## src/rtl/jb_prach_tdm_pkt_buf.sv

```systemverilog
// PRACH TDM packet buffer: sequence-checks the antenna-interleaved stream from the p2s stage,
// buffers it in a FIFO and re-emits it as an AXI-stream with tlast every PKT_GROUPS antenna groups.
module jb_prach_tdm_pkt_buf #(
  parameter int N_ANTENNAS = 4,
  parameter int PRECISION  = 16,
  parameter int USR_ID_BW  = 2,
  parameter int FIFO_DEPTH = 16,
  parameter int PKT_GROUPS = 64
) (
  input  logic                           clk_4x,
  input  logic                           resetn_4x,
  input  logic                           clk_en,
  input  logic                           tvalid_in,
  input  logic [2*PRECISION-1:0]         tdata_in,
  input  logic [USR_ID_BW-1:0]           tuser_in,
  output logic                           m_tvalid,
  input  logic                           m_tready,
  output logic [2*PRECISION-1:0]         m_tdata,
  output logic [USR_ID_BW-1:0]           m_tuser,
  output logic                           m_tlast,
  output logic [$clog2(FIFO_DEPTH):0]    fifo_level,
  output logic                           overflow,
  output logic                           seq_err,
  input  logic                           err_clear
);
  localparam int AW = $clog2(FIFO_DEPTH);
  localparam int LW = AW + 1;
  localparam int GW = (PKT_GROUPS > 1) ? $clog2(PKT_GROUPS) : 1;
  localparam logic [USR_ID_BW:0]   N_ANT    = (USR_ID_BW+1)'(N_ANTENNAS);
  localparam logic [USR_ID_BW-1:0] LAST_ANT = USR_ID_BW'(N_ANTENNAS - 1);
  localparam logic [GW-1:0]        LAST_GRP = GW'(PKT_GROUPS - 1);
  localparam logic [LW-1:0]        DEPTH    = LW'(FIFO_DEPTH);

  typedef struct packed {
    logic                   last;
    logic [USR_ID_BW-1:0]   user;
    logic [2*PRECISION-1:0] data;
  } beat_t;

  beat_t                mem [FIFO_DEPTH];
  beat_t                beat_in;
  beat_t                out_q, out_d;
  logic                 out_vld_q, out_vld_d;
  logic [AW-1:0]        wr_ptr_q, wr_ptr_d, rd_ptr_q, rd_ptr_d;
  logic [LW-1:0]        mem_cnt_q, mem_cnt_d, level;
  logic [USR_ID_BW-1:0] exp_ant_q, exp_ant_d;
  logic [GW-1:0]        grp_cnt_q, grp_cnt_d;
  logic                 overflow_q, overflow_d, seq_err_q, seq_err_d;
  logic                 accept, in_range, is_last_ant, pop, space, wr, rd;

  always_comb begin
    accept      = clk_en & tvalid_in;
    in_range    = {1'b0, tuser_in} < N_ANT;
    is_last_ant = (tuser_in == LAST_ANT);
    pop         = out_vld_q & m_tready;
    // Level includes the output register so "full" means FIFO_DEPTH beats in flight overall.
    level       = mem_cnt_q + {{AW{1'b0}}, out_vld_q};
    space       = (level < DEPTH) | pop;
    wr          = accept & in_range & space;
    rd          = (mem_cnt_q != '0) & (~out_vld_q | pop);

    beat_in.last = is_last_ant & (grp_cnt_q == LAST_GRP);
    beat_in.user = tuser_in;
    beat_in.data = tdata_in;

    // Checker resyncs to whatever valid index arrives; out-of-range indices leave timing untouched.
    exp_ant_d = exp_ant_q;
    grp_cnt_d = grp_cnt_q;
    if (accept && in_range) begin
      exp_ant_d = is_last_ant ? '0 : tuser_in + 1'b1;
      if (is_last_ant)
        grp_cnt_d = (grp_cnt_q == LAST_GRP) ? '0 : grp_cnt_q + 1'b1;
    end

    wr_ptr_d = wr ? wr_ptr_q + 1'b1 : wr_ptr_q;
    rd_ptr_d = rd ? rd_ptr_q + 1'b1 : rd_ptr_q;
    unique case ({wr, rd})
      2'b10:   mem_cnt_d = mem_cnt_q + 1'b1;
      2'b01:   mem_cnt_d = mem_cnt_q - 1'b1;
      default: mem_cnt_d = mem_cnt_q;
    endcase

    // Output register only reloads when empty or popped, so a stalled beat stays put.
    out_d     = rd ? mem[rd_ptr_q] : out_q;
    out_vld_d = rd | (out_vld_q & ~pop);

    overflow_d = (overflow_q & ~err_clear) | (accept & in_range & ~space);
    seq_err_d  = (seq_err_q & ~err_clear) | (accept & (tuser_in != exp_ant_q));
  end

  always_ff @(posedge clk_4x) begin
    if (wr) mem[wr_ptr_q] <= beat_in;
  end

  always_ff @(posedge clk_4x or negedge resetn_4x) begin
    if (!resetn_4x) begin
      out_q      <= '0;
      out_vld_q  <= 1'b0;
      wr_ptr_q   <= '0;
      rd_ptr_q   <= '0;
      mem_cnt_q  <= '0;
      exp_ant_q  <= '0;
      grp_cnt_q  <= '0;
      overflow_q <= 1'b0;
      seq_err_q  <= 1'b0;
    end else begin
      out_q      <= out_d;
      out_vld_q  <= out_vld_d;
      wr_ptr_q   <= wr_ptr_d;
      rd_ptr_q   <= rd_ptr_d;
      mem_cnt_q  <= mem_cnt_d;
      exp_ant_q  <= exp_ant_d;
      grp_cnt_q  <= grp_cnt_d;
      overflow_q <= overflow_d;
      seq_err_q  <= seq_err_d;
    end
  end

  assign m_tvalid   = out_vld_q;
  assign m_tdata    = out_q.data;
  assign m_tuser    = out_q.user;
  assign m_tlast    = out_q.last;
  assign fifo_level = level;
  assign overflow   = overflow_q;
  assign seq_err    = seq_err_q;

endmodule

```

## config.mk

```make
export PLATFORM = sky130hd
export DESIGN_NAME = jb_prach_tdm_pkt_buf
export DESIGN_NICKNAME = d
export VERILOG_FILES = /design/src/rtl/jb_prach_tdm_pkt_buf.sv
export SDC_FILE = /design/constraint.sdc
export NUM_CORES = 1
export LEC_CHECK = 0
export CORE_ASPECT_RATIO = 1.5
export CORE_MARGIN = 2
export CORE_UTILIZATION = 35
export DETAILED_ROUTE_END_ITERATION = 16
export RECOVER_POWER = 25
export SYNTH_ARGS = -nofsm -noshare
export SYNTH_HDL_FRONTEND = slang
export SYNTH_SLANG_ARGS = --single-unit
```

## constraint.sdc

```tcl
create_clock -name clk_4x -period 4.2 [get_ports clk_4x]
set_input_delay 0.63 -clock clk_4x [delete_from_list [all_inputs] [get_ports clk_4x]]
set_output_delay 0.63 -clock clk_4x [all_outputs]
set_load 0.03 [all_outputs]
```

==> PnR_summary.wiki <==
{| class="wikitable"
! Metric !! Value
|-
| Clk sink count || between 600 and 700
|-
| Logic depth of the worst register-to-register path || 14
|-
| Hold depth || 1
|-
| Port buffer count || slightly above 80
|-
| Antenna violations before repair || 2
|-
| Final ANT Viol Nets || 0
|-
| Core box area || roughly 67000 sq um
|-
| Synth cell types || 40
|-
| # resized after CTS || 0
|-
| Hold buffers post-CTS || 0
|-
| Worst max-slew margin expressed relative to the limit || -0.285
|-
| # Post-CTS Setup Buffers || 0
|-
| Number of detailed-routing iterations run before antenna repair || 4
|-
| Actual slew at the worst max-slew pin || between 1.5 and 2 ns
|-
| Number of failing hold endpoints at the final stage || 0
|-
| Reg-to-Reg End || mem_cnt_q[4]
|-
| Average cell area after synthesis || about 22 sq um
|-
| Post-synth design cell area || roughly 24000 sq um
|-
| Most frequent standard cell in the layout excluding fill and tap cells || edfxtp_1
|-
| Data arrival time at the worst-slack endpoint || approximately 4 ns
|-
| Area growth from synthesis to final layout || 16.5%
|-
| DR vias || 10974
|-
| Instance area after placement || between 20000 and 30000 sq um
|-
| Remaining DRCs || 0
|-
| Min Clock Period, post-route || 3.54 ns
|-
| Yosys warning total || 0
|-
| Count of boundary I/O pins || 83
|-
| Largest fanout on the critical path || 15
|-
| Highest clock frequency the design can meet || 283 MHz
|-
| WS Path Type || reg2reg
|-
| Slew Limit Fails || 60
|-
| Endpoint with the worst hold slack || grp_cnt_q[4]
|-
| Number of global-route vias before repair || around 12000
|-
| CTS max path bufs || 3
|-
| Drt first-iter violations || ~840
|-
| Fraction of final layout cells with drive strength greater than 1 || 0.271
|-
| Power per standard cell area || between 600 and 700 nW/um^2
|-
| PnR worst setup slack || ~0.66 ns
|-
| Largest net degree at the start of global routing || slightly above 90
|-
| Synthesized netlist net count || approximately 1100
|-
| Worst setup EP type || flop
|-
| Global-route wire length before repair || 76600 um
|-
| Class of the most critical hold timing path || reg2reg
|-
| Total of flip-flops plus latches after synthesis || approximately 620
|-
| Outcome || finished with violations
|-
| Critical Path Start Type || flop
|-
| Reported leakage power || a little under 9 nW
|-
| CTS Root Cell || clkbuf_16
|-
| Total die area || 69900 sq um
|-
| Total number of H-tree levels || 2
|-
| Clock tree from TritonCTS || built
|-
| GRT Residual Overflow || 0
|-
| Nets || ~1200
|-
| CTS buffer count || 53
|-
| Post-route cell area || 27600 sq um
|-
| Hold_sp || grp_cnt_q[4]
|-
| Unrepaired setup endpoints after global routing || no
|-
| Portion of the clock cycle consumed by the worst path in the final layout || 0.842
|-
| Final setup violating endpoints || 0
|-
| Vias per std cell || 5.16
|-
| Reg-to-reg setup timing slack || 0.66 ns
|-
| DRT Wirelength || approximately 51000 um
|-
| Worst Path Required || between 4 and 5 ns
|-
| Total of max-cap violations || 1
|-
| Clock input transition at the sequential cells of the worst setup and hold paths || ~0.06 ns
|-
| Initial core utilization || 0.354
|-
| Largest clock skew in the final design || approximately 0.013 ns
|-
| Number of rows created at floorplan || ~120
|-
| Post-Syn Instances || roughly 1100
|-
| Horizontal die dimension || about 220 um
|-
| Share of the yosys chip area belonging to registers || 0.771
|-
| Routability-driven placement congestion ratio || roughly 0.70
|-
| Commonest non-fill, non-tap cells in the layout || 560 x edfxtp_1, 140 x mux4_2, 67 x o22ai_1, 63 x clkdlybuf4s50_1, 56 x dfrtp_1
|-
| Startpoint of the most critical register-to-register path || mem_cnt_q[0]
|-
| Routed wire per std cell || about 24 um
|-
| Height of the die || between 300 and 400 um
|-
| Peak ir drop on the vdd network || 0.501 mV
|-
| Total track usage || 0.148
|-
| Violations in the final reports || max-capacitance violations, max-slew violations
|-
| Final sum of negative setup slack || 0 ns
|-
| Clk Latency, worst-skew pair || 0.59 ns
|-
| Detail Placement HPWL || between 20000 and 30000 um
|-
| Setup slack after placement || about 0.60 ns
|}
-- critical path: stages (launching register included) --
cell	delay (ns)
dfrtp_1	0.44
ha_1	0.20
ha_1	0.18
nand3_1	0.10
xnor2_1	0.37
a21oi_1	0.12
buf_4	0.20
inv_1	0.09
ha_1	0.35
xor2_1	0.19
ha_1	0.25
or4bb_1	0.49
a21oi_1	0.15
o21ai_0	0.13
xnor2_1	0.15
-- registers in the layout (all words and copies together) (netlist names) --
name and flops:
exp_ant_q 2, grp_cnt_q 6, m_tdata 32, m_tlast 1
m_tuser 2, m_tvalid 1, mem 560, mem_cnt_q 5
overflow 1, rd_ptr_q 4, seq_err 1, wr_ptr_q 4
-- report_power, final --
group	total, mW	leakage, nW	internal (mW)	switching (mW)
Clock	5.25	0.923	3.08	2.17
Sequential	7.61	5.72	7.21	0.400
Combinational	5.02	2.17	2.42	2.60
-- cells in the mapped netlist (all sizes together) --
cell type,number,area [sq um]
nor3,2,10.0
inv,6,22.5
a21boi,1,7.51
xnor2,9,78.8
a21oi,42,218
and3b,1,10.0
nand3b,1,7.51
or2,1,6.26
o22ai,72,482
and2,6,37.5
a22oi,1,7.51
mux4,140,3150
or3b,1,8.76
o31ai,1,7.51
edfxtp,560,16800
buf,39,255
nand3,7,35.0
o21a,1,7.51
clkbuf,22,82.6
a211oi,1,7.51
and3,16,100
o21ai,5,25.0
a31oi,1,6.26
a21o,1,7.51
ha,12,150
nor2b,3,18.8
nand2,10,37.5
o311ai,1,26.3
xor2,11,96.3
nor2,5,18.8
mux2,39,439
or4bb,1,11.3
nand2b,2,12.5
or3,1,11.3
nand4,3,18.8
dfrtp,59,1480
-- layer usage --
| metal | routed length (um) | track usage |
|---|---|---|
| met1 | 19800 | 0.176 |
| met2 | 27400 | 0.271 |
| met3 | 2090 | 0.0241 |
| met4 | 1460 | 0.0508 |
| met5 | 16 | 0 |
-- cells by family after synthesis --
kind of cell	count (synthesis)	synth area share
xor+xnor	20	0.00739
fa+ha+maj	12	0.00633
flops	619	0.771
mux	179	0.151
buf+inv	67	0.0152
compound gates	127	0.0338
simple gates	60	0.0145
-- layout make-up --
class / count / area [sq um]
fillers: 5757 / 39300
flip-flops and latches: 619 / 18300
multi-input cells: 398 / 5100
clock buffers: 70 / 1500
repair buffers: 119 / 1210
well taps: 885 / 1110
clock inverters: 30 / 387
inverters: 6 / 22.5
diodes: 1 / 2.50
-- worst max-delay path by stage --
stage,start,endpoint,slack [ns],cells past startpoint
after CTS,mem_cnt_q[0],mem_cnt_q[4],0.65,14
after global placement,m_tready,mem_cnt_q[4],0.69,12
after detailed placement,clk_en,mem_cnt_q[4],0.60,12
after global routing,mem_cnt_q[0],mem_cnt_q[4],0.30,14
after floorplan,m_tvalid,mem_cnt_q[4],0.22,15
final,mem_cnt_q[0],mem_cnt_q[4],0.66,14
-- per-stage QoR --
step                power [mW]  cells   util  hold WS [ns]
floorplan                 11.3   1084      -         0.334
global placement          12.8   2027  0.385         0.454
detailed placement        12.9   2027  0.385         0.466
CTS                       18.2   2127  0.413         0.226
global route              18.7   2128  0.413         0.505
finish                    17.9   2128  0.413         0.476
Power figures use the tool's default switching activity.
